File: config.mk
export PLATFORM = sky130hd
export DESIGN_NAME = ctrl_sequencer
export DESIGN_NICKNAME = d
export VERILOG_FILES = /design/src/rtl/ctrl_sequencer.sv
export SDC_FILE = /design/constraint.sdc
export NUM_CORES = 1
export LEC_CHECK = 0
export CAP_MARGIN = 20
export CORE_ASPECT_RATIO = 0.9
export CORE_UTILIZATION = 25
export DETAILED_ROUTE_END_ITERATION = 16
export SYNTH_ARGS = -nofsm -noshare
export SYNTH_HDL_FRONTEND = slang
export SYNTH_SLANG_ARGS = --single-unit
File: constraint.sdc
create_clock -name Clk -period 3.8 [get_ports Clk]
set_clock_uncertainty 0.1 [all_clocks]
set_input_delay 0.76 -clock Clk [delete_from_list [all_inputs] [get_ports Clk]]
set_output_delay 0.76 -clock Clk [all_outputs]
set_load 0.02 [all_outputs]
File: src/rtl/ctrl_sequencer.sv
// Multi-cycle control sequencer: fetches 9-bit instructions, decodes them and steps each through
// FETCH/DECODE/EXEC/MEM/WB. The optional run-length counter is built when CTRL_CYCLE_COUNT_EN is defined.
module ctrl_sequencer #(
  parameter int PC_W       = 10,
  parameter int START_ADDR = 0,
  parameter int MEM_LAT    = 1
) (
  input  logic            Clk,
  input  logic            Reset_n,
  input  logic            Start,
  input  logic [8:0]      Instr,
  input  logic            Zero,
  output logic [PC_W-1:0] ProgCtr,
  output logic [1:0]      OP,
  output logic [1:0]      Function,
  output logic            RegWrEn,
  output logic            MemRdEn,
  output logic            MemWrEn,
  output logic            Ack,
  output logic [15:0]     CycleCount
);

  localparam logic [31:0]     START_W  = START_ADDR;
  localparam logic [PC_W-1:0] START_PC = START_W[PC_W-1:0];
  localparam logic [2:0]      WAIT_END = 3'(MEM_LAT - 1);

  typedef enum logic [2:0] {
    S_IDLE, S_FETCH, S_DECODE, S_EXEC, S_MEM, S_WB, S_DONE
  } state_t;

  typedef enum logic [2:0] {
    K_ALU, K_BEQ, K_SW, K_LW, K_HALT, K_NOP
  } kind_t;

  function automatic kind_t decode(input logic [3:0] opf);
    case (opf)
      4'b0000, 4'b1000, 4'b1001, 4'b1100,
      4'b1101, 4'b0110, 4'b0111: return K_ALU;
      4'b0001:                   return K_BEQ;
      4'b0100:                   return K_SW;
      4'b0101:                   return K_LW;
      4'b0011:                   return K_HALT;
      default:                   return K_NOP;
    endcase
  endfunction

  state_t            state, state_next;
  logic [PC_W-1:0]   pc, pc_next, pc_inc, pc_branch;
  logic [8:0]        ir;
  logic [2:0]        wait_cnt, wait_next;
  kind_t             kind;
  logic signed [4:0]  br_imm;
  logic signed [31:0] br_ext;

  // Branch offset is sign-extended wide, then truncated so the add wraps modulo 2^PC_W.
  assign br_imm    = $signed(ir[4:0]);
  assign br_ext    = 32'(br_imm);
  assign pc_inc    = pc + PC_W'(1);
  assign pc_branch = pc + br_ext[PC_W-1:0];
  assign kind      = decode(ir[8:5]);

  assign ProgCtr  = pc;
  assign OP       = ir[8:7];
  assign Function = ir[6:5];

  always_ff @(posedge Clk or negedge Reset_n) begin
    if (!Reset_n) begin
      state    <= S_IDLE;
      pc       <= START_PC;
      ir       <= '0;
      wait_cnt <= '0;
    end else begin
      state    <= state_next;
      pc       <= pc_next;
      wait_cnt <= wait_next;
      if (state == S_DECODE) ir <= Instr;
    end
  end

  always_comb begin
    state_next = state;
    pc_next    = pc;
    wait_next  = wait_cnt;
    RegWrEn    = 1'b0;
    MemRdEn    = 1'b0;
    MemWrEn    = 1'b0;
    Ack        = 1'b0;
    case (state)
      S_IDLE: begin
        if (Start) begin
          state_next = S_FETCH;
          pc_next    = START_PC;
        end
      end
      S_FETCH: state_next = S_DECODE;
      // ROM data is only valid now, so HALT is detected from Instr rather than IR.
      S_DECODE: state_next = (decode(Instr[8:5]) == K_HALT) ? S_DONE : S_EXEC;
      S_EXEC: begin
        case (kind)
          K_SW, K_LW: begin
            state_next = S_MEM;
            wait_next  = '0;
          end
          K_ALU: state_next = S_WB;
          default: begin
            state_next = S_FETCH;
            pc_next    = (kind == K_BEQ && Zero) ? pc_branch : pc_inc;
          end
        endcase
      end
      S_MEM: begin
        if (kind == K_SW) begin
          MemWrEn    = 1'b1;
          state_next = S_FETCH;
          pc_next    = pc_inc;
        end else begin
          MemRdEn = 1'b1;
          if (wait_cnt == WAIT_END) state_next = S_WB;
          else                      wait_next  = wait_cnt + 3'd1;
        end
      end
      S_WB: begin
        RegWrEn    = 1'b1;
        state_next = S_FETCH;
        pc_next    = pc_inc;
      end
      S_DONE: begin
        Ack = 1'b1;
        if (Start) begin
          state_next = S_FETCH;
          pc_next    = START_PC;
        end
      end
      default: state_next = S_IDLE;
    endcase
  end

`ifdef CTRL_CYCLE_COUNT_EN
  function automatic logic [15:0] sat_inc(input logic [15:0] v);
    return (v == 16'hFFFF) ? v : v + 16'd1;
  endfunction

  logic [15:0] cycle_cnt;
  logic        start_accept;
  logic        counting;

  assign start_accept = Start && (state == S_IDLE || state == S_DONE);
  // DECODE of a HALT is the cycle that enters DONE, so it still counts.
  assign counting     = (state != S_IDLE) && (state != S_DONE);

  always_ff @(posedge Clk or negedge Reset_n) begin
    if (!Reset_n)          cycle_cnt <= '0;
    else if (start_accept) cycle_cnt <= '0;
    else if (counting)     cycle_cnt <= sat_inc(cycle_cnt);
  end

  assign CycleCount = cycle_cnt;
`else
  assign CycleCount = '0;
`endif

endmodule
# Word level (Yosys, flattened, before mapping)
# Memory sizes are Yosys's and may differ from the RTL's.
# Cells that the tools add are included.
[op_classes]
reduce_logical = 12
n_addsub = 3
eq_ne = 17
mux = 22
[ops]
columns = ["op", "n"]
rows = [
  ["2-to-1 mux 10 bit", 4],
  ["one-hot mux 10 bit (4 select lines)", 1],
  ["2-to-1 mux 3 bit", 8],
  ["one-hot mux 3 bit (6 select lines)", 1],
  ["== test 3 x 2 -> 1 bit (second input constant)", 4],
  ["== test 3 bit (second input constant)", 4],
  ["one-hot mux 3 bit (2 select lines)", 2],
  ["adder 10 x 1 -> 10 bit (second input constant)", 1],
  ["adder 10 bit", 1],
  ["!= test 2 bit (second input constant)", 5],
  ["logical NOT 3 bit", 3],
  ["AND reduction 4 bit", 2],
  ["== test 3 x 1 -> 1 bit (second input constant)", 2],
  ["2-to-1 mux 1 bit", 6],
  ["nonzero test 4 bit", 1],
  ["OR reduction 2 bit", 2],
  ["adder 3 x 1 -> 3 bit (second input constant)", 1],
  ["!= test 3 bit (second input constant)", 1],
  ["OR reduction 3 bit", 1],
  ["!= test 2 x 1 -> 1 bit (second input constant)", 1],
  ["AND reduction 2 bit", 1],
  ["nonzero test 2 bit", 1],
  ["logical AND 1 bit", 1],
]
[totals]
out_inout_bits = 34
register_bits = 25
memories = 2
wordCells = 60
inputBits = 13
mem_bits_ro = 96
[memory_table]
columns = ["memory", "words", "word_bits", "read_ports", "rd_clocked_by_memory_dff", "wr", "line", "rtl"]
rows = [
  ["(name not given)", 16, 3, 1, 0, 0, "36", "case (opf)"],
  ["(name not given)", 16, 3, 1, 0, 0, "36", ""],
]

# Logic depth before layout (Yosys ltp)
# Gate-level depths: netlist of run 1.
# An unclocked memory read counts as a cell.
[logic_depth]
word_depth = 6
ltp_mapped = 9

# Worst setup path after synthesis of run 1
# No wires, ideal clock.
[synth_timing]
path_type = "flip-flop to flip-flop"
startpoint = "register ir[6]"
endpoint = "register pc[6], in the netlist ProgCtr[6]"
required_time_ns = 3.596
n_path_buf = 1
path_stages_with_launch = 10
setup_time_ns = 0.104
t_arrival_ns = 2.146
slack_ns = 1.450
cell_sequence = "dfrtp_1 -> inv_1 -> ha_1 -> nor4b_2 -> nor3_1 -> a21oi_4 -> nand3_2 -> buf_6 -> or4_1 -> o311ai_1"
[synth_via]
elab_chain_cells = 6
[synth_lines]
columns = ["element", "line", "rtl"]
rows = [
  ["start: declaration", "49", "logic [8:0] ir;"],
  ["start signal: assignment", "76", "if (state == S_DECODE) ir <= Instr;"],
  ["memory (16 x 3 bit) *", "-", ""],
  ["== test 3 x 1 -> 1 bit", "107", "pc_next = (kind == K_BEQ && Zero) ? pc_branch : pc_inc;"],
  ["logical AND 1 bit", "107", ""],
  ["2-to-1 mux 10 bit", "107", ""],
  ["2-to-1 mux 10 bit", "99", "case (kind)"],
  ["one-hot mux 10 bit (4 select lines)", "88", "case (state)"],
  ["end signal: assignment", "74", "pc <= pc_next;"],
  ["end: declaration", "48", "logic [PC_W-1:0] pc, pc_next, pc_inc, pc_branch;"],
]
# Every way passes the cells marked *; elsewhere a longest branch is shown, timed or not. The select of a mux whose other input is x is not followed.
# A chain may end at the register's enable or synchronous reset.

# Worst setup path in the final report of run 1
[layout_timing]
startpoint = "register ir[6]"
endpoint = "output MemRdEn"
[layout_via]
elab_chain_cells = 4
[layout_lines]
columns = ["element", "line", "rtl"]
rows = [
  ["memory (16 x 3 bit)", "-", ""],
  ["== test 3 x 2 -> 1 bit", "112", "if (kind == K_SW) begin"],
  ["2-to-1 mux 1 bit", "112", ""],
  ["2-to-1 mux 1 bit", "88", ""],
  ["end: declaration", "17", "output logic MemRdEn,"],
]
# No other way between the ends.

==> results.py, run 1 <==
metrics = {
    "grt": {
        "track_usage_pct": 11.4,
        "grt_pass1_vias": 1598,
        "grt_antenna_before_repair": 0,
        "grt_max_degree": 26,
        "grt_pass1_wl_um": 7890,
        "overflow": 0,
    },
    "routing": {
        "drt_iter0_drc": 81,
        "vias": 1710,
        "vias_per_cell": 4.63,
        "drtAntennaViolNets": 0,
        "drt-total-wl_um": 4710,
        "dr.pass1.iters": 4,
        "remaining_drc_errors": 0,
        "post_drt_wl_per_cell_um": 12.8,
    },
    "yosys": {
        "synth-compound-area-share_pct": 18.5,
        "avgSynthCellArea_sq_um": 8.61,
        "async_flop_share_pct": 100,
        "yosys-mux-area-fraction_pct": 5.32,
        "synthFlopType": "dfrtp_1",
        "netlist.area_leader.share_pct": 29.6,
        "synth_top_family_by_area": "simple AND/OR/NAND/NOR gates",
        "synthTopCellsByArea": "dfrtp_1 30%, ha_1 8.3%, buf_4 7.4%",
        "synth-seq-cells": 25,
        "synth-edff-count": 0,
        "synth_area_sq_mm": 0.00212,
        "synthXorXnorAreaFrac_pct": 4.55,
        "seq_area_frac_synth_pct": 29.6,
        "synth-adder-area-share_pct": 9.75,
        "syn_inst": 246,
        "synth_most_common_cell": "dfrtp_1",
        "synth_commonest_cells": "25 x dfrtp_1, 24 x o21ai_0, 21 x buf_4, 16 x inv_1, 14 x ha_1",
        "yosys_warnings": 0,
        "synth_cell_type_count": 54,
        "yosysTopAreaCell": "dfrtp_1",
        "synth_simple_gate_area_share_pct": 20.1,
    },
    "clocking": {
        "hold_buffers": 0,
        "htreeDepth": 1,
        "cts_tree": "built",
        "clk_latency_ns": 0.27,
        "clock_path_buffers": 2,
        "cts.sinks": 25,
        "cts_root_buffer": "clkbuf_8",
        "numCtsBuffers": 3,
        "post_cts_resized": 0,
        "postCtsSetupBuffers": 0,
        "clk_pin_slew_ns": 0.09,
    },
    "worst_setup_path": {
        "crit_path_end_kind": "primary output",
        "cp_top_family": "buffers and inverters",
        "critPathLaunchType": "flip-flop",
        "slowest_stage": "clkdlybuf4s50_1",
        "reg2reg_depth": 8,
        "cp_cell_sequence": "inv_1 > ha_1 > nor4b_2 > nor3_1 > clkdlybuf4s50_1",
        "cpPeakStageDelay_ns": 0.72,
        "critPathMaxFanout": 7,
        "critPathKind": "reg -> out",
        "timing.critical_path.buf_inv": 2,
        "r2r_end": "ProgCtr[6]",
        "required_ns": 2.94,
        "ff2ff_setup_slack_ns": 1.13,
        "arrival_ns": 2.34,
        "r2r_start": "ir[6]",
    },
    "placed_design": {
        "gp_congestion": 0.782,
        "dp_hpwl_um": 3540,
        "portBuffers": 30,
        "preCtsSetupSlack_ns": 0.833,
    },
    "sta": {
        "slew_headroom_pct": 26.1,
        "post-route-min-period_ns": 3.20,
        "final.setup.tns_ns": 0,
        "maxSlewViolCount": 0,
        "post-route-period-util_pct": 84.1,
        "finalSetupViolations": 0,
        "finalHoldViolCount": 0,
        "worst_pin_slew_ns": 1.10,
        "fmax_mhz": 313,
        "rsz0062_at_grt": "no",
        "fin_ws_ns": 0.603,
    },
    "die": {
        "start_util_pct": 26.0,
        "die_w_um": 99,
        "dieArea_sq_mm": 0.00884,
        "die_h_um": 89.3,
        "core_area_sq_mm": 0.00815,
        "num_rows": 31,
        "io_pins": 47,
    },
    "cells_and_area": {
        "area_delta_synth_final_pct": 16.5,
        "antenna_cells": 0,
        "final_nets": 299,
        "drive_gt1_share_pct": 8.89,
    },
    "pwr": {
        "vdd_drop_max_v": 0.000268,
        "power_frac_clock_pct": 7.9,
        "p_int_uw": 1050,
        "p_leak_uw": 0.00105,
        "power_frac_comb_pct": 65.2,
        "p_sw_uw": 982,
        "pwr-share-seq_pct": 26.8,
        "switching_share_pct": 48.2,
        "p_per_area_mw_per_mm2": 825,
    },
    "worst_hold_path": {
        "holdPathStages": 1,
        "holdCritPathClass": "reg -> reg",
        "hold-path-endpoint": "ir[3]",
        "min_from": "ir[3]",
    },
    "flow_run": {
        "maxCapViolCount": 0,
    },
    "outcome": {
        "status": "complete, no violations",
    },
}
-- metrics by stage --
step	std cells	util [%]	total power [uW]	hold slack, ns	cell area (sq um)
floorplan	261	-	1580	0.364	2170
global placement	365	29.7	1860	0.398	2420
detailed placement	365	29.7	1880	0.404	2420
global route	369	30.3	2250	0.455	2470
CTS	369	30.3	2060	0.427	2470
finish	369	30.3	2040	0.416	2470
-- cell families after synthesis --
group           after synthesis
fa+ha+maj                    16
compound gates               62
buf+inv                      44
xor+xnor                     11
flops                        25
mux                          10
other cells                   1
simple gates                 77
-- worst register-to-register path, delay by kind of cell (launching register included) --
kind            cells  cell delay, ns
flops               1            0.46
fa+ha+maj           1            0.23
compound gates      2            0.27
simple gates        4            1.40
buf+inv             1            0.11
-- metal layers --
| layer | part of all wire (%) | vias to the layer above | track usage [%] |
|---|---|---|---|
| met1 | 51 | 775 | 15.8 |
| met5 | 0 | - | 0 |
| met2 | 44 | 47 | 18.2 |
| met3 | 5.1 | 5 | 2.66 |
| met4 | 0.76 | 0 | 2.44 |
| li1 | - | 883 | - |
-- state kept, by name, indices dropped and copies added (netlist names) --
register and flops:
wait_cnt 3, ProgCtr 10, ir 9, state 3
-- how the worst max path moves through the flow --
stage | endpoint | cells after the start | slack (ns) | startpoint
3_5_place_dp | ProgCtr[8] | 7 | 0.83 | Zero
4_1_cts | MemRdEn | 5 | 0.57 | ir[6]
3_3_place_gp | ProgCtr[8] | 7 | 0.83 | Zero
6_report | MemRdEn | 5 | 0.60 | ir[6]
2_1_floorplan | ProgCtr[6] | 9 | 1.45 | ir[6]
5_1_grt | MemRdEn | 5 | 0.43 | ir[6]
-- power groups by stage --
stage	Clock, uW	Combinational, uW	Sequential (uW)
3_3_place_gp	0	1310	549
2_1_floorplan	0	1050	529
5_1_grt	186	1490	576
6_report	161	1330	546
4_1_cts	174	1330	549
3_5_place_dp	0	1320	553
-- cell type report --
cell class                 count  area [sq um]
fill                         857          5680
inverter                      17          63.8
sequential                    25           626
multi-input combinational    192          1290
tap                           99           124
clock buffer                   4          45.0
timing repair buffer          32           315
-- cell usage in the layout, fill, tap and decap left out, types with 4 or more instances in the layout --
cell type / count
xor2_1: 5
mux2_2: 10
o22ai_1: 4
nand3_1: 11
o21ai_0: 24
inv_1: 16
nor3_1: 7
conb_1: 16
nor2b_1: 5
dfrtp_1: 25
clkdlybuf4s50_1: 30
nand2_1: 12
ha_1: 14
xnor2_1: 6
nand2b_1: 8
a21oi_1: 11
and3_1: 6
nor2_1: 13
Note: power is estimated with default switching activity, not from simulation.
==> run 2: changes to the inputs <==
- clock period: 3.8 -> 2.6 ns (I/O delays scaled with it)
==> run 2 against run 1 <==
  * First-iteration DRC count shrank 20%
  * Cell area rose by 4.9%
  * Count of clock-buffer cells in the layout shrank 1
  * Via count rose by 3.9%
  * Largest cell class unchanged
  * Global-route usage increased by 0.39 points
  * Critical path depth fell by 1
  * Die area stayed put
  * Critical endpoint is now MemWrEn
  * Cell count grew 3.8%
  * Critical path type unchanged
==> results.py, run 2 (same netlist as run 1, synthesis figures left out) <==
metrics = {
    "sta": {
        "finalHoldViolCount": 0,
        "finalSetupViolations": 0,
        "post-route-period-util_pct": 94.0,
        "fin_ws_ns": 0.156,
        "maxSlewViolCount": 0,
        "hold_ws_ns": 0.432,
        "post-route-min-period_ns": 2.44,
        "rsz0062_at_grt": "no",
        "final.setup.tns_ns": 0,
        "fmax_mhz": 409,
    },
    "worst_setup_path": {
        "r2r_end": "ProgCtr[9]",
        "reg2reg_depth": 7,
        "cp_cell_sequence": "ha_1 > nor4b_4 > and3_1 > dlygate4sd2_1",
        "critPathMaxFanout": 3,
        "arrival_ns": 1.82,
        "critPathLaunchType": "flip-flop",
        "timing.critical_path.buf_inv": 1,
        "ff2ff_setup_slack_ns": 0.19,
        "r2r_start": "ir[4]",
        "critPathKind": "reg -> out",
        "crit_path_end_kind": "primary output",
        "cpPeakStageDelay_ns": 0.42,
        "slowest_stage": "dfrtp_1",
        "required_ns": 1.98,
        "cp_top_family": "simple AND/OR/NAND/NOR gates",
    },
    "placed_design": {
        "preCtsSetupSlack_ns": 0.0257,
        "dp_hpwl_um": 3840,
        "gp_congestion": 0.787,
        "portBuffers": 30,
    },
    "pwr": {
        "p_per_area_mw_per_mm2": 1230,
        "vdd_drop_max_v": 0.000449,
        "p_int_uw": 1680,
        "p_leak_uw": 0.00114,
        "p_sw_uw": 1510,
        "power_frac_comb_pct": 69.9,
        "power_frac_clock_pct": 7.6,
        "switching_share_pct": 47.3,
        "pwr-share-seq_pct": 22.5,
    },
    "cells_and_area": {
        "antenna_cells": 0,
        "n_fill_cell": 849,
        "most-common-layout-cells": "28 x clkdlybuf4s50_1, 24 x dfrtp_1, 24 x o21ai_0",
        "area_delta_synth_final_pct": 22.2,
        "largest_reg_flops": 10,
        "mostFrequentLayoutCell": "clkdlybuf4s50_1",
        "drive_gt1_share_pct": 14.4,
        "fin_util_pct": 31.8,
        "final_nets": 313,
    },
    "grt": {
        "track_usage_pct": 11.8,
        "overflow": 0,
        "grt_max_degree": 26,
        "grt_pass1_vias": 1658,
        "grt_pass1_wl_um": 8250,
        "grt_antenna_before_repair": 0,
    },
    "clocking": {
        "clk_latency_ns": 0.27,
        "cts_root_buffer": "clkbuf_8",
        "cts_tree": "built",
        "numCtsBuffers": 3,
        "htreeDepth": 1,
        "clk_pin_slew_ns": 0.10,
        "postCtsSetupBuffers": 0,
        "cts.sinks": 25,
        "clock_path_buffers": 2,
    },
    "worst_hold_path": {
        "min_from": "ir[3]",
        "hold-path-endpoint": "ir[3]",
        "holdPathStages": 1,
        "holdCritPathClass": "reg -> reg",
    },
    "die": {
        "dieArea_sq_mm": 0.00884,
        "core_area_sq_mm": 0.00815,
        "start_util_pct": 26.0,
        "io_pins": 47,
        "die_w_um": 99,
        "die_h_um": 89.3,
        "num_rows": 31,
    },
    "routing": {
        "post_drt_wl_per_cell_um": 12.9,
        "vias": 1776,
        "drt-total-wl_um": 4930,
        "vias_per_cell": 4.64,
        "drt_iter0_drc": 65,
        "remaining_drc_errors": 0,
        "dr.pass1.iters": 4,
        "drtAntennaViolNets": 0,
    },
    "flow_run": {
        "maxCapViolCount": 0,
    },
    "outcome": {
        "status": "complete, no violations",
    },
}
run 2: cell count changes in the layout (fill, tap and decap cells not counted), sizes merged:
| cell | delta |
|---|---|
| dlygate4sd2 | +2 |
| buf | +14 |
| clkinv | +1 |
| clkdlybuf4s50 | -2 |
| clkbuf | -1 |
run 2: power groups by stage:
stage | clock network (uW) | logic (uW) | registers (uW)
finish | 244 | 2230 | 717
global route | 265 | 2480 | 750
CTS | 256 | 2230 | 716
detailed placement | 0 | 2210 | 718
global placement | 0 | 2160 | 716
floorplan | 0 | 1530 | 773
run 2: metrics by stage:
step,area [sq um],std cells,total power [uW]
after CTS,2580,383,3210
after detailed placement,2530,379,2920
after global placement,2530,379,2870
final,2590,383,3190
after floorplan,2170,261,2310
after global routing,2590,383,3490
run 2: metal layers:
| metal | global-route usage, % | vias to the layer above | part of all wire [%] |
|---|---|---|---|
| li1 | - | 912 | - |
| met1 | 16.7 | 824 | 52 |
| met4 | 0.814 | 0 | 0.18 |
| met2 | 19.7 | 38 | 44 |
| met3 | 2.03 | 2 | 2.9 |
| met5 | 0 | - | 0 |
run 2: layout make-up:
type / count / area [sq um] / area share (%)
Tap cell: 99 / 124 / 4.79
Multi-Input combinational cell: 192 / 1310 / 50.6
Clock buffer: 3 / 41.3 / 1.60
Clock inverter: 1 / 5.00 / 0.194
Inverter: 17 / 63.8 / 2.47
Timing Repair Buffer: 46 / 418 / 16.2
Sequential cell: 25 / 627 / 24.2
run 2: timing repair:
action	4_1_cts	5_1_grt
hold buffers	0	0
endpoints found under the setup margin	2	1
pin swaps	0	1
resized for setup	4	2
run 2: worst max-delay path by stage:
stage	cells past startpoint	startpoint	endpoint	slack, ns
floorplan	9	ir[6]	ProgCtr[6]	0.25
global placement	7	Start	ProgCtr[6]	0.09
detailed placement	7	Start	ProgCtr[6]	0.03
CTS	4	ir[5]	MemWrEn	0.15
global route	7	ir[4]	ProgCtr[9]	0.005
finish	4	ir[5]	MemWrEn	0.16
==> RTL edit (config.mk and constraints of run 2) <==
The 7 states of `state_t` get a one-hot encoding in 7 bits.
--- a/src/rtl/ctrl_sequencer.sv
+++ b/src/rtl/ctrl_sequencer.sv
@@ -25,6 +25,6 @@
   localparam logic [2:0]      WAIT_END = 3'(MEM_LAT - 1);
 
-  typedef enum logic [2:0] {
-    S_IDLE, S_FETCH, S_DECODE, S_EXEC, S_MEM, S_WB, S_DONE
+  typedef enum logic [6:0] {
+    S_IDLE = 7'b0000001, S_FETCH = 7'b0000010, S_DECODE = 7'b0000100, S_EXEC = 7'b0001000, S_MEM = 7'b0010000, S_WB = 7'b0100000, S_DONE = 7'b1000000
   } state_t;
 
Formal check against the unedited RTL: same outputs for any inputs over 10 cycles, from zero or initial values and one cycle with Reset_n low; not proved beyond that.
==> RTL edit against run 2 <==
Wire length up 8.3%. Critical path depth shrank 1. Total power up 0.13%. Sequential cell count grew 4. Worst setup slack worse by 0.041 ns. Via count is 9.8% higher. Non-clock buffer count rose by 4. Cell area rose by 15%. Area after synthesis rose by 14%. Critical path type unchanged. Die area is 14% higher. Fmax shrank 1.7%.
==> RTL edit: results (changes against run 2) <==
stage	metric	value	unit	change
critical_path	ff2ff_path_depth	8		+1
timing	hold_slack	0.4200	ns	-0.01225 ns
logic_synthesis	synth.distinct_cells	59		+9.3%
hold_path	hold_end	ir[2]		
timing	fin_crit	2.485	ns	+0.04108 ns
global_routing	grt_pass1_wl	8887	um	+7.7%
logic_synthesis	synth_flop_cell	dfrtp_1		
outcome	outcome	complete, no violations		
layout	fillers	975		+15%
routing	num_vias	1950		+9.8%
critical_path	r2r_setup_slack	0.23	ns	+0.04 ns
routing	avgRoutedWirePerCell	12.55	um	-2.4%
global_routing	grt_pass1_vias	1828		+10%
logic_synthesis	ys_top_cells_by_area	dfrtp_1 29%, ha_1 7.3%, buf_4 6.2%		
clocking	insertion_delay	0.29	ns	+0.02 ns
clocking	numCtsBuffers	5		+2
critical_path	critPathCapture	MemRdEn		
placement	place_ws	0.03895	ns	+0.01326 ns
placement	gp_congestion	0.8267		+5.0%
power_and_ir_drop	ir_drop	0.3754	mV	-16%
timing	drv_slew	0		unchanged
clocking	htree_levels	2		+1
clocking	clkTransAtPathRegs	0.06	ns	-0.04 ns
global_routing	track_usage	0.1125		-0.005417
logic_synthesis	seq_area_frac_synth	0.3017		+0.006153
critical_path	critical_path.reg2reg.startpoint	ir[5]		
power_and_ir_drop	p_leak	1.354	nW	+19%
critical_path	crit_fanout	4		+1
placement	placed_cells	416		+9.8%
logic_synthesis	synth_async_sr_flop_share	1.000		unchanged
placement	placed_cell_area	0.002858	mm2	+13%
routing	routed_wl	5335	um	+8.3%
layout	drive_gt1_frac	0.2013		+0.05695
logic_synthesis	synth_common_cells	28 x dfrtp_1, 20 x buf_4, 14 x a21oi_1, 14 x ha_1, 13 x nand2_1		
layout	multiInputGateArea	0.001508	mm2	+15%
logic_synthesis	postSynthCellCount	258		+4.9%
layout	nets	330		+5.4%
routing	drt_iter0_drc	141		+120%
critical_path	startpoint	state[1]		
critical_path	crit_arrival	1.87	ns	+0.05 ns
placement	dp_hpwl	4154	um	+8.2%
RTL edit: cell types whose count changed after synthesis, sizes merged, moves of 4 or more:
| cell | change |
|---|---|
| nor4 | +4 |
| inv | -7 |
| o22a | +5 |
| o21ai | -7 |
| nor4b | +4 |
| nand2 | +4 |
| a21o | +4 |
RTL edit: timing repair:
action / 4_1_cts / 5_1_grt
gates resized for setup: 4 / 2
buffers inserted: 0 / 1
pin swaps: 0 / 1
endpoints found under the setup margin: 4 / 8
hold buffers: 0 / 0
gates cloned: 0 / 0
RTL edit: worst max-delay path: stages (launching register included):
cell           delay [ns]
dfrtp_1              0.38
or3_1                0.49
nor4b_4              0.33
dlygate4sd2_1        0.38
RTL edit: layout make-up:
class,count,area share
Timing Repair Buffer,50,0.1498
Inverter,10,0.01346
Tap cell,122,0.05133
Multi-Input combinational cell,206,0.5069
Clock inverter,1,0.001683
Sequential cell,29,0.2444
Clock buffer,7,0.03239
RTL edit: power by group through the flow:
stage / registers (mW) / logic (mW) / clock network [mW]
after floorplan: 0.810 / 1.43 / 0
after global placement: 0.751 / 1.99 / 0
after detailed placement: 0.753 / 2.01 / 0
after CTS: 0.748 / 2.02 / 0.430
after global routing: 0.770 / 2.22 / 0.453
final: 0.749 / 2.03 / 0.419
RTL edit: logic make-up (layout without fill, tap and decap cells):
family,after synthesis,count (layout),synth area share
flops,29,29,0.3017
mux,9,9,0.04154
xor+xnor,15,15,0.05452
compound gates,66,66,0.1994
buf+inv,38,68,0.1012
fa+ha+maj,15,15,0.08100
other cells,1,16,0.001556
simple gates,85,85,0.2191
RTL edit: routing by layer:
layer | wire, um | global-route usage
met1 | 2613 | 0.1501
met4 | 48 | 0.04167
met2 | 2477 | 0.1787
met5 | 0 | 0
met3 | 195 | 0.02529
